==> src/rtl/fp_mac_pkg.sv <==
// Shared fp32 MAC definitions: format constants and the result-tracking tag.
package fp_mac_pkg;

  localparam int FP32_W = 32;
  localparam logic [FP32_W-1:0] FP32_ZERO = 32'h00000000;
  localparam logic [FP32_W-1:0] FP32_ONE  = 32'h3F800000;

  // Width of the element count carried alongside each in-flight operand pair.
  localparam int TAG_LEN_W = 16;

  typedef struct packed {
    logic                 valid;
    logic                 last;
    logic [TAG_LEN_W-1:0] len;
  } tag_t;

  localparam int TAG_W = $bits(tag_t);

endpackage

==> src/rtl/mac_tag_pipe.sv <==
// Depth-D shift register of tags that follows operands through the MAC so each
// MAC result can be matched with the element that produced it.
module mac_tag_pipe #(
  parameter int D = 5,
  parameter int W = 18
) (
  input  logic         clk,
  input  logic         rst_n,
  input  logic         en,
  input  logic         clr,
  input  logic [W-1:0] din,
  output logic [W-1:0] dout
);

  logic [W-1:0] stages [D];

  // Shift only when enabled so the tags stay in lockstep with the frozen MAC.
  always_ff @(posedge clk or negedge rst_n) begin
    if (!rst_n) begin
      for (int i = 0; i < D; i++) stages[i] <= '0;
    end else if (clr) begin
      for (int i = 0; i < D; i++) stages[i] <= '0;
    end else if (en) begin
      stages[0] <= din;
      for (int i = 1; i < D; i++) stages[i] <= stages[i-1];
    end
  end

  assign dout = stages[D-1];

endmodule

==> src/rtl/fp_dot_sequencer.sv <==
// Feeds fp32 operand pairs to an external MAC and collects one dot product per
// vector, using a tag pipe to find the result and ena to apply backpressure.
module fp_dot_sequencer
  import fp_mac_pkg::*;
#(
  parameter int MAC_LAT = 4,
  parameter int CNT_W   = 16
) (
  input  logic              clk0,
  input  logic              clr0_n,
  input  logic              flush,
  input  logic              in_valid,
  output logic              in_ready,
  input  logic [FP32_W-1:0] in_a,
  input  logic [FP32_W-1:0] in_b,
  input  logic              in_last,
  output logic              out_valid,
  input  logic              out_ready,
  output logic [FP32_W-1:0] out_data,
  output logic [CNT_W-1:0]  out_len,
  output logic              mac_ena,
  output logic              mac_clr0,
  output logic              mac_accumulate,
  output logic [FP32_W-1:0] mac_ay,
  output logic [FP32_W-1:0] mac_az,
  input  logic [FP32_W-1:0] mac_result
);

  localparam int DEPTH = MAC_LAT + 1;

  logic             advance;
  logic             accept;
  logic             first_flag;
  logic [CNT_W-1:0] count;
  tag_t             push_tag;
  tag_t             exit_tag;
  logic [TAG_W-1:0] exit_bits;

  // Whole datapath moves only when the output slot is free and the MAC is not clearing.
  always_comb begin
    advance  = !(out_valid && !out_ready) && !mac_clr0;
    accept   = in_valid && advance;
    push_tag = '0;
    if (accept) begin
      push_tag.valid = 1'b1;
      push_tag.last  = in_last;
      push_tag.len   = TAG_LEN_W'(count + CNT_W'(1));
    end
  end

  assign mac_ena  = advance;
  assign in_ready = advance;
  assign exit_tag = tag_t'(exit_bits);

  // MAC clear is held through reset, released on the first edge, and pulsed by flush.
  always_ff @(posedge clk0 or negedge clr0_n) begin
    if (!clr0_n) mac_clr0 <= 1'b1;
    else         mac_clr0 <= flush;
  end

  // Operand stage: real pairs when accepted, otherwise a +0.0 bubble that keeps the sum.
  always_ff @(posedge clk0 or negedge clr0_n) begin
    if (!clr0_n) begin
      mac_ay         <= FP32_ZERO;
      mac_az         <= FP32_ZERO;
      mac_accumulate <= 1'b0;
    end else if (flush) begin
      mac_ay         <= FP32_ZERO;
      mac_az         <= FP32_ZERO;
      mac_accumulate <= 1'b0;
    end else if (advance) begin
      if (accept) begin
        mac_ay         <= in_a;
        mac_az         <= in_b;
        mac_accumulate <= !first_flag;
      end else begin
        mac_ay         <= FP32_ZERO;
        mac_az         <= FP32_ZERO;
        mac_accumulate <= 1'b1;
      end
    end
  end

  // Vector boundary tracking: first_flag restarts the MAC sum, count sizes the vector.
  always_ff @(posedge clk0 or negedge clr0_n) begin
    if (!clr0_n) begin
      first_flag <= 1'b1;
      count      <= '0;
    end else if (flush) begin
      first_flag <= 1'b1;
      count      <= '0;
    end else if (accept) begin
      first_flag <= in_last;
      count      <= in_last ? '0 : count + CNT_W'(1);
    end
  end

  mac_tag_pipe #(
    .D (DEPTH),
    .W (TAG_W)
  ) u_tag_pipe (
    .clk   (clk0),
    .rst_n (clr0_n),
    .en    (advance),
    .clr   (flush),
    .din   (push_tag),
    .dout  (exit_bits)
  );

  // Capture the MAC result when the final element's tag emerges; a new capture beats the handshake clear.
  always_ff @(posedge clk0 or negedge clr0_n) begin
    if (!clr0_n) begin
      out_valid <= 1'b0;
      out_data  <= FP32_ZERO;
      out_len   <= '0;
    end else if (flush) begin
      out_valid <= 1'b0;
      out_data  <= FP32_ZERO;
      out_len   <= '0;
    end else if (advance && exit_tag.valid && exit_tag.last) begin
      out_valid <= 1'b1;
      out_data  <= mac_result;
      out_len   <= CNT_W'(exit_tag.len);
    end else if (out_valid && out_ready) begin
      out_valid <= 1'b0;
    end
  end

endmodule

==> config.mk <==
export PLATFORM = sky130hd
export DESIGN_NAME = fp_dot_sequencer
export DESIGN_NICKNAME = d
export VERILOG_FILES = /design/src/rtl/fp_mac_pkg.sv /design/src/rtl/mac_tag_pipe.sv /design/src/rtl/fp_dot_sequencer.sv
export SDC_FILE = /design/constraint.sdc
export NUM_CORES = 1
export LEC_CHECK = 0
export ABC_AREA = 1
export CAP_MARGIN = 20
export CORE_ASPECT_RATIO = 1.2
export CORE_UTILIZATION = 49
export CTS_CLUSTER_SIZE = 40
export DETAILED_ROUTE_END_ITERATION = 8
export PLACE_DENSITY = 0.8
export REMOVE_ABC_BUFFERS = 1
export SKIP_LAST_GASP = 1
export SYNTH_ARGS = -nofsm -noshare
export SYNTH_HDL_FRONTEND = slang
export SYNTH_SLANG_ARGS = --single-unit
==> constraint.sdc <==
create_clock -name clk0 -period 1.8 [get_ports clk0]
set_input_delay 0.27 -clock clk0 [delete_from_list [all_inputs] [get_ports clk0]]
set_output_delay 0.27 -clock clk0 [all_outputs]
set_load 0.01 [all_outputs]
* Yosys cells after proc, flatten, opt, wreduce, memory -nomap -nowiden
Cells that the tools add are included.
Widths: inputs -> output; s select.
** Operators by class
- Add/subtract/negate cells :: 1
- Muxes and demuxes :: 24
- Reductions and logical operators :: 14
** Operators with widths (number)
- $mux 32 :: 8
- $mux 90 :: 2
- $mux 16 :: 5
- $mux 18 :: 1
- $add 16x1->16 const B :: 1
- $mux 1 :: 8
- $logic_and 1x1->1 :: 6
- $reduce_bool 2->1 :: 3
- $logic_not 1->1 :: 4
- $reduce_bool 3->1 :: 1
** Storage, ports and cells
- Flip-flop bits (word level) :: 222
- Input bits :: 102
- Output and inout bits :: 117

* Logic depth before layout (Yosys ltp)
Gate-level depths: netlist of run 1.
- Depth after elaboration :: 8
- Gate-level depth with buffers :: 9
- Gate-level depth less buffers :: 9

* By module
Synthesis of run 1 repeated with hierarchy kept, for this count alone.
** Second synthesis, totals
- Cell total of the unflattened synthesis :: 1083
- Area total of the unflattened synthesis :: 9532.9 µm²
** Modules (own cells, without submodules)
- fp_dot_sequencer :: instances 1, cells an instance 675, area an instance 5776.8 µm²
- mac_tag_pipe :: instances 1, cells an instance 408, area an instance 3756.1 µm²

* Least setup slack after synthesis of run 1
OpenSTA, ideal clock, no wires.
- Kind :: reg2reg
- Start point :: reg mac_clr0
- End point :: reg u_tag_pipe.stages[36] (netlist name)
- Setup time :: 0.138 ns
- Arrival :: 1.238 ns
- Required time :: 1.662 ns
- Slack :: 0.423 ns
- Stages on the path, launching flop included :: 7
- Clock period less this slack :: 1.377 ns
- Cell sequence :: dfstp_2 > inv_1 > nand2_2 > nor2_4 > inv_2 > clkbuf_1 > o22ai_1
** On the way
- Word-level cells in the longest chain between the ends :: 3
** Ends and longest elaborated chain
- start, declared :: RTL line fp_dot_sequencer.sv:22 : output logic mac_clr0,
- start signal, assigned :: RTL line fp_dot_sequencer.sv:58 : else mac_clr0 <= flush;
- $logic_not 1->1 :: RTL line fp_dot_sequencer.sv:41 : advance = !(out_valid && !out_ready) && !mac_clr0;
- $logic_and 1x1->1 :: RTL line fp_dot_sequencer.sv:41
- $reduce_bool 2->1 (no source line)
- end, declared :: RTL line mac_tag_pipe.sv:15 : logic [W-1:0] stages [D];
No other way between the ends.
A chain may end at the register's enable or synchronous reset.

* Worst setup path in the final report of run 1
- Start point :: reg mac_clr0
- End point :: out in_ready
** On the way
- Word-level cells in the longest chain between the ends :: 2
** Ends and longest elaborated chain
- $logic_not 1->1 :: RTL line fp_dot_sequencer.sv:41
- $logic_and 1x1->1 :: RTL line fp_dot_sequencer.sv:41
- end, declared :: RTL line fp_dot_sequencer.sv:13 : output logic in_ready,
No other way between the ends.

==> impl_metrics.toml, run 1 <==
[global_routing]
grt_overflow_total = 0
grt_max_degree = 57
grt_pass1_wl_um = 34200
antenna_found_initial = 0
grt_usage_pct = 22.3
grt_pass1_vias = 7210

[logic_synthesis]
yosysSeqAreaShare_pct = 63.2
synth_top_area_share_pct = 62.6
yosysMostFrequentCell = "nand2_1"
syn_inst = 939
ys_types = 29
netlist_area_um2 = 8790
synth.area.top_cells = "dfrtp_1, nand2_1, inv_1"
synth_seq_cells = 222
synth_warnings = 0
avgSynthCellArea_um2 = 9.36
synth_commonest_cells = "nand2_1, dfrtp_1, inv_1"
async_reset_ff_share_pct = 100
synthFlopType = "dfrtp_1"
synth_area_leader_cell = "dfrtp_1"
synth_edf_count = 0

[clocking]
path_clk_slew_ns = 0.06
clkLatencyLatePin_ns = 0.50
clock-sinks = 222
cts_tree = "done"
clock_path_buffers = 3
cts_max_level = 1
root_buffer = "clkbuf_16"
cts_inserted_buffers = 22

[floorplan]
initial_core_util_pct = 50.0
core_um2 = 17600
die_x_um = 124
rows = 53
pin_count = 219
die_area_um2 = 18500
die_y_um = 149

[final_layout]
area_growth_pct = 38.2
diodes = 0
stdcell_area_um2 = 12200
drive_gt1_share_pct = 7.65
final_cells = 1409
nFillCells = 1286
nets = 1277
multi_input_area_um2 = 2400
regArea_um2 = 5560

[detailed_routing]
initialDrtViolationCount = 405
drt_wl_total_um = 20200
drc = 0
ant_nets = 0
drt_pass1_iterations = 5
wire_per_inst_um = 14.3
via_per_inst = 4.98
dr_total_vias = 7018

[setup_path]
path_delay_family = "flip-flops"
crit_slowest_cell = "dfstp_2"
max_stage_delay_ns = 0.56
arrival_ns = 1.52
path_buf_inv = 2
end_kind = "primary output"
path_max_fanout = 3
crit_required_ns = 1.53
start_kind = "flop"
critPathKind = "reg2out"
cp_cell_sequence = "a21oi_4, buf_4, dlygate4sd2_1"

[timing]
fin_crit_ns = 1.79
fmax_ghz = 0.559
holdWs_ns = 0.294
setup_violations = 0
fin_skew_ns = 0.0118
finalMaxSlewViolations = 0
layout_setup_ws_ns = 0.0111
worstMarginPinSlew_ns = 0.448
final_hold_viol_count = 0
finalCritPeriodShare_pct = 99.4
rsz0062_at_grt = "yes"
max_slew_margin_pct = 70.2

[pwr]
p_leak_uw = 0.00565
vdd_drop_max_v = 0.000695
powerDensity_nw_per_um2 = 867
finalPower_uw = 10500

[placed_design]
dp_hpwl_um = 13100
dp_cells = 1365
portBuffers = 218
globalplace.congestion = 0.840
post-place-ws_ns = -0.108
placed_area_um2 = 11400

[hold_path]
hold_path.class = "in2async"

[status]
status = "finished clean"

[flow_run]
max_cap_viol_count = 0
==> per-layer routing <==
| layer | part of all wire (%) | up-vias | track usage, % |
|---|---|---|---|
| met5 | 0 | - | 0 |
| met4 | 1.6 | 0 | 6.08 |
| met3 | 8.0 | 28 | 5.67 |
| met2 | 50 | 262 | 38.8 |
| met1 | 41 | 3303 | 27.8 |
| li1 | - | 3425 | - |
==> worst reg2reg max path: cells and delay by family, from the launching register on <==
| kind | cells | cell delay, ns |
|---|---|---|
| buf+inv | 4 | 0.56 |
| simple gates | 3 | 0.25 |
| flops | 1 | 0.41 |
| compound gates | 2 | 0.24 |
==> sequential cells by signal, indices dropped and copies added, names as in the netlist <==
signal	flops
count	16
first_flag	1
mac_accumulate	1
mac_ay	32
mac_az	32
mac_clr0	1
out_data	32
out_len	16
out_valid	1
u_tag_pipe.dout	18
u_tag_pipe.stages	72
==> cell usage in the layout (no fill, tap or decap), drive strengths merged, types with 2 or more instances in the layout <==
cell	count
clkdlybuf4s50	213
dfstp	2
clkinv	6
inv	150
dfrtp	220
a21oi	2
o22ai	80
nand4	3
clkinvlp	3
clkbuf	31
xnor2	2
nand3	53
o21ai	59
o31ai	2
nor2	17
bufinv	2
nand2	294
buf	39
xor2	4
dlygate4sd2	2
==> logic make-up after synthesis <==
family / after synthesis / synth area share, %
compound gates: 144 / 9.55
xor+xnor: 6 / 0.598
fa+ha+maj: 1 / 0.142
buf+inv: 198 / 9.51
flops: 222 / 63.2
simple gates: 368 / 17.0
==> path summary, 6_finish.rpt <==
path	from	to	slack, ns	cells after the start
max	mac_clr0	in_ready	0.01	3
min	clr0_n	mac_az[17]	0.29	2
max reg2reg	out_valid	count[4]	0.20	9
min reg2reg	mac_ay[23]	mac_ay[23]	0.48	2
max in group asynchronous	clr0_n	u_tag_pipe.stages[26]	0.86	3
min in group clk0	in_a[12]	mac_ay[12]	0.30	3
==> power by group <==
part	internal (uW)	switching [uW]
combinational	412	393
clock	2780	1850
sequential	5060	39.4
==> layout make-up <==
| type | instances | share of cell area, % |
|---|---|---|
| clock buffer | 30 | 5.28 |
| clock inverter | 9 | 0.824 |
| inverter | 152 | 4.73 |
| multi-input combinational | 519 | 19.8 |
| sequential | 222 | 45.7 |
| tap | 220 | 2.26 |
| timing repair buffer | 257 | 21.4 |
==> metrics by stage <==
step                      setup TNS, ns  utilization [%]
after global placement           -0.258             64.6
final                                 0             69.2
after CTS                       -0.0560             69.0
after global routing            -0.0260             69.2
after floorplan                  -48.03                -
after detailed placement         -0.645             64.6
==> repair_timing <==
action / in CTS / in global routing
resized for setup: 3 / 4
hold endpoints to repair: 48 / 0
setup buffers: 2 / 2
pin swaps: 1 / 1
cloned: 0 / 0
endpoints found under the setup margin: 3 / 17
hold buffers: 1 / 0
(Power assumes the default switching activity.)
==> run 2: changes to the inputs <==
--- a/config.mk
+++ b/config.mk
@@ -8,11 +8,12 @@
 export ABC_AREA = 1
 export CAP_MARGIN = 20
 export CORE_ASPECT_RATIO = 1.2
-export CORE_UTILIZATION = 49
+export CORE_UTILIZATION = 44
 export CTS_CLUSTER_SIZE = 40
 export DETAILED_ROUTE_END_ITERATION = 8
-export PLACE_DENSITY = 0.8
+export PLACE_DENSITY = 0.76
 export REMOVE_ABC_BUFFERS = 1
+export SKIP_CTS_REPAIR_TIMING = 1
 export SKIP_LAST_GASP = 1
 export SYNTH_ARGS = -nofsm -noshare
 export SYNTH_HDL_FRONTEND = slang
==> constraint.sdc (replaced) <==
create_clock -name clk0 -period 1.5 [get_ports clk0]
set_input_delay 0.225 -clock clk0 [delete_from_list [all_inputs] [get_ports clk0]]
set_output_delay 0.225 -clock clk0 [all_outputs]
set_load 0.01 [all_outputs]
==> run 2 against run 1 <==
  * The flow now finishes with violations (setup timing)
  * Register-to-register slack lost 0.35 ns
  * Sequential power grew 20%
  * Clock skew shrank 0.0020 ns
  * Combinational power grew 25%
  * Clock power grew 21%
  * Sequential cell count is the same
  * Setup slack lost 0.16 ns
  * Critical path type is now reg2reg
  * Critical endpoint is now count[9]
==> impl_metrics.toml, run 2 (synthesis results as in run 1) <==
[final_layout]
nFillCells = 1456
nets = 1295
drive_gt1_share_pct = 10.4
diodes = 0
stdcell_area_um2 = 12900
regArea_um2 = 5560
area_growth_pct = 46.3
mostFrequentLayoutCell = "nand2_1"
multi_input_area_um2 = 2500
regMostFlops = "u_tag_pipe.stages"
mostFrequentLayoutCells = "nand2_1, dfrtp_1, inv_1"
largest_reg_flops = 72

[floorplan]
die_x_um = 131
core_um2 = 19500
pin_count = 219
die_area_um2 = 20600
die_y_um = 157
initial_core_util_pct = 45.0
rows = 56

[setup_path]
timing.reg2reg.setup_slack_ns = -0.15
cp_cell_sequence = "buf_6, a21oi_4, buf_6, buf_6, nand3_4, buf_6, nor2_4, clkbuf_16, nand2_1, o21ai_0"
path_delay_family = "buffers and inverters"
crit_required_ns = 1.91
end_kind = "flop"
path_buf_inv = 5
crit_slowest_cell = "dfrtp_1"
path_max_fanout = 6
critPathKind = "reg2reg"
arrival_ns = 2.06
max_stage_delay_ns = 0.40
start_kind = "flop"
cpMostUsedCell = "buf_6"

[clocking]
root_buffer = "clkbuf_16"
clkLatencyLatePin_ns = 0.49
cts_inserted_buffers = 22
cts_max_level = 1
path_clk_slew_ns = 0.06
cts_tree = "done"
clock-sinks = 222
clock_path_buffers = 3

[pwr]
powerDensity_nw_per_um2 = 991
pwr-share-seq_pct = 48.0
p_leak_uw = 0.00785
pwr-share-comb_pct = 7.9
vdd_drop_max_v = 0.000982
p_int_uw = 9970
switching_share_pct = 21.7
p_switching_uw = 2770
power_frac_clock_pct = 44.0

[placed_design]
placed_area_um2 = 11600
globalplace.congestion = 0.819
post-place-ws_ns = -0.313
dp_hpwl_um = 13800
portBuffers = 218

[global_routing]
grt_overflow_total = 0
grt_max_degree = 64
antenna_found_initial = 0
grt_pass1_vias = 7119
grt_pass1_wl_um = 33300
grt_usage_pct = 20.1

[timing]
fin_crit_ns = 1.65
worstMarginPinSlew_ns = 0.392
setup_violations = 72
finalCritPeriodShare_pct = 110
final_hold_viol_count = 0
max_slew_margin_pct = 73.9
layout_setup_ws_ns = -0.145
fin_skew_ns = 0.00981
fmax_ghz = 0.608
finalMaxSlewViolations = 0
rsz0062_at_grt = "yes"

[detailed_routing]
drt_wl_total_um = 21500
initialDrtViolationCount = 301
drc = 0
ant_nets = 0
via_per_inst = 4.88
wire_per_inst_um = 14.7
drt_pass1_iterations = 4
dr_total_vias = 7168

[status]
status = "complete, but fails checks"
violations = "setup timing"

[hold_path]
hold_path.class = "in2async"

[flow_run]
max_cap_viol_count = 0
-- run 2: stage by stage --
step           std cells  hold WS (ns)  power [uW]  util (%)  TNS (ns)
3_3_place_gp        1418         0.156        7210      59.1    -33.81
4_1_cts             1457        -0.370       12900      62.9    -16.71
3_5_place_dp        1418         0.157        7210      59.1    -38.13
6_report            1468         0.250       12700      65.8     -5.71
2_1_floorplan        893       -0.0706        6460         -   -104.54
5_1_grt             1468         0.259       13200      65.8    -12.39
-- run 2: final timing paths --
kind	startpoint	endpoint	cells after the start
setup / recovery	out_valid	count[9]	10
hold / removal	clr0_n	u_tag_pipe.stages[54]	2
setup reg to reg	out_valid	count[9]	10
hold reg to reg	mac_ay[13]	mac_ay[13]	2
max in group asynchronous	clr0_n	out_len[7]	3
min in group clk0	in_a[13]	mac_ay[13]	3
-- run 2: worst register-to-register path, cell delays in order (launching register included) --
cell and delay, ns:
dfrtp_1 0.40, buf_6 0.13, a21oi_4 0.14, buf_6 0.14
buf_6 0.10, nand3_4 0.06, buf_6 0.13, nor2_4 0.17
clkbuf_16 0.19, nand2_1 0.05, o21ai_0 0.06
-- run 2: cell type report --
type	instances	area share, %
multi-input combinational	519	19.4
clock inverter	9	0.759
clock buffer	30	5.07
timing repair inverter	1	0.0584
tap	261	2.54
timing repair buffer	274	24.4
sequential	222	43.2
inverter	152	4.50
-- run 2: metal layers --
| layer | vias to the layer above | track usage, % | wire length [um] |
|---|---|---|---|
| met5 | - | 0 | 0 |
| met3 | 33 | 5.68 | 1820 |
| met4 | 0 | 4.76 | 334 |
| met1 | 3389 | 24.5 | 8550 |
| met2 | 275 | 35.0 | 10800 |
| li1 | 3471 | - | - |
-- run 2: power by group through the flow --
stage / Clock, uW / Sequential [uW] / Combinational, uW
3_5_place_dp: 0 / 6220 / 990
5_1_grt: 5960 / 6120 / 1100
6_report: 5610 / 6120 / 1010
2_1_floorplan: 0 / 6260 / 204
3_3_place_gp: 0 / 6220 / 983
4_1_cts: 5740 / 6120 / 995
==> run 3: changes to the inputs <==
--- a/config.mk
+++ b/config.mk
@@ -8,10 +8,10 @@
 export ABC_AREA = 1
 export CAP_MARGIN = 20
 export CORE_ASPECT_RATIO = 1.2
-export CORE_UTILIZATION = 44
+export CORE_UTILIZATION = 40
 export CTS_CLUSTER_SIZE = 40
 export DETAILED_ROUTE_END_ITERATION = 8
-export PLACE_DENSITY = 0.76
+export PLACE_DENSITY = 0.67
 export REMOVE_ABC_BUFFERS = 1
 export SKIP_CTS_REPAIR_TIMING = 1
 export SKIP_LAST_GASP = 1
==> constraint.sdc (replaced) <==
create_clock -name clk0 -period 2 [get_ports clk0]
set_input_delay 0.3 -clock clk0 [delete_from_list [all_inputs] [get_ports clk0]]
set_output_delay 0.3 -clock clk0 [all_outputs]
set_load 0.01 [all_outputs]
==> run 3 against run 2 <==
  * The run now ends clean
  * Die area up 9.9%
  * First-iteration DRC count is 2.0% higher
  * Clock-buffer cell count rose by 3
  * Critical path type is now reg2out
  * Largest cell class unchanged
  * Largest power group unchanged
  * Highest routed layer unchanged
==> impl_metrics.toml, run 3 (synthesis results as in run 1) <==
[final_layout]
mostFrequentLayoutCells = "nand2_1, dfrtp_1, clkdlybuf4s50_1"
diodes = 0
nets = 1266
regMostFlops = "u_tag_pipe.stages"
area_growth_pct = 39.2
post-route-util_pct = 56.6
largest_reg_flops = 72
drive_gt1_share_pct = 6.53
mostFrequentLayoutCell = "nand2_1"

[clocking]
cts_max_level = 1
clock_path_buffers = 3
clkLatencyLatePin_ns = 0.50
cts_inserted_buffers = 23
path_clk_slew_ns = 0.06
clock-sinks = 222
root_buffer = "clkbuf_16"
cts_tree = "done"

[setup_path]
arrival_ns = 1.62
end_kind = "primary output"
max_stage_delay_ns = 0.57
timing.rr.end = "mac_ay[28]"
reg2reg_from = "mac_clr0"
path_delay_family = "flip-flops"
start_kind = "flop"
timing.reg2reg.setup_slack_ns = 0.42
path_buf_inv = 1
critPathKind = "reg2out"
crit_required_ns = 1.70
r2r_cells = 7
cp_cell_sequence = "clkdlybuf4s50_1"
crit_slowest_cell = "dfstp_2"
path_max_fanout = 3

[placed_design]
portBuffers = 218
post-place-ws_ns = 0.0815
globalplace.congestion = 0.814
dp_hpwl_um = 13000

[global_routing]
grt_overflow_total = 0
grt_pass1_vias = 6811
grt_max_degree = 79
grt_usage_pct = 17.7
antenna_found_initial = 0
grt_pass1_wl_um = 32400

[timing]
fmax_ghz = 0.521
setup_violations = 0
fin_crit_ns = 1.92
holdWs_ns = 0.322
finalMaxSlewViolations = 0
finalCritPeriodShare_pct = 96.0
max_slew_margin_pct = 64.9
layout_setup_ws_ns = 0.0809
fin_skew_ns = 0.00984
finalSetupTns_ns = 0
worstMarginPinSlew_ns = 0.526
rsz0062_at_grt = "no"
final_hold_viol_count = 0

[floorplan]
die_y_um = 164
die_x_um = 137
initial_core_util_pct = 40.6
die_area_um2 = 22600
pin_count = 219
core_um2 = 21600
rows = 59

[hold_path]
hold_path.class = "in2reg"
whs_endpoint = "mac_ay[15]"
hold_path_depth = 3
hp-start = "in_a[15]"

[detailed_routing]
via_per_inst = 4.67
wire_per_inst_um = 13.4
initialDrtViolationCount = 307
drc = 0
ant_nets = 0
drt_pass1_iterations = 4
dr_total_vias = 6791
drt_wl_total_um = 19500

[pwr]
p_leak_uw = 0.00564
vdd_drop_max_v = 0.000631
powerDensity_nw_per_um2 = 802

[status]
status = "finished clean"

[flow_run]
max_cap_viol_count = 0
[run 3: worst max-delay path by stage]
| stage | from | endpoint | depth (start not counted) |
|---|---|---|---|
| final | mac_clr0 | mac_clr0 | 1 |
| after global routing | mac_clr0 | mac_clr0 | 1 |
| after CTS | out_valid | mac_ena | 2 |
| after detailed placement | out_ready | out_data[18] | 8 |
| after global placement | out_ready | in_ready | 4 |
| after floorplan | out_valid | out_data[0] | 4 |
[run 3: where the power goes]
part / switching [uW] / internal [uW] / total, uW / leakage (uW)
clock network: 1720 / 2800 / 4510 / 0.000392
logic: 349 / 364 / 714 / 0.00218
registers: 35.5 / 4550 / 4590 / 0.00307
[run 3: area by class of cell]
class / count / area, um^2
Sequential cell: 222 / 5560
Tap cell: 274 / 343
Timing Repair Buffer: 245 / 2560
Multi-Input combinational cell: 519 / 2400
Clock inverter: 9 / 155
Inverter: 152 / 571
Clock buffer: 33 / 653
Fill cell: 1906 / 9390
[run 3: stage by stage]
stage,instances,area [um^2],total power [uW]
floorplan,893,8530,4850
global placement,1411,11400,5390
detailed placement,1411,11400,5400
CTS,1453,12200,9980
global route,1454,12200,10200
finish,1454,12200,9820
[run 3: worst min-delay path, stage by stage]
cell	delay (ns)
clkdlybuf4s50_1	0.39
nand2_1	0.06
nand2_1	0.04
[run 3: per-layer routing]
metal  vias up  track usage [%]  part of all wire [%]  wire length, um
met5         -                0                     0                0
met4         0             4.80                   1.6              321
met3        25             5.31                   9.2             1790
met2       220             29.7                    45             8830
met1      3138             22.3                    44             8560
li1       3408                -                     -                -
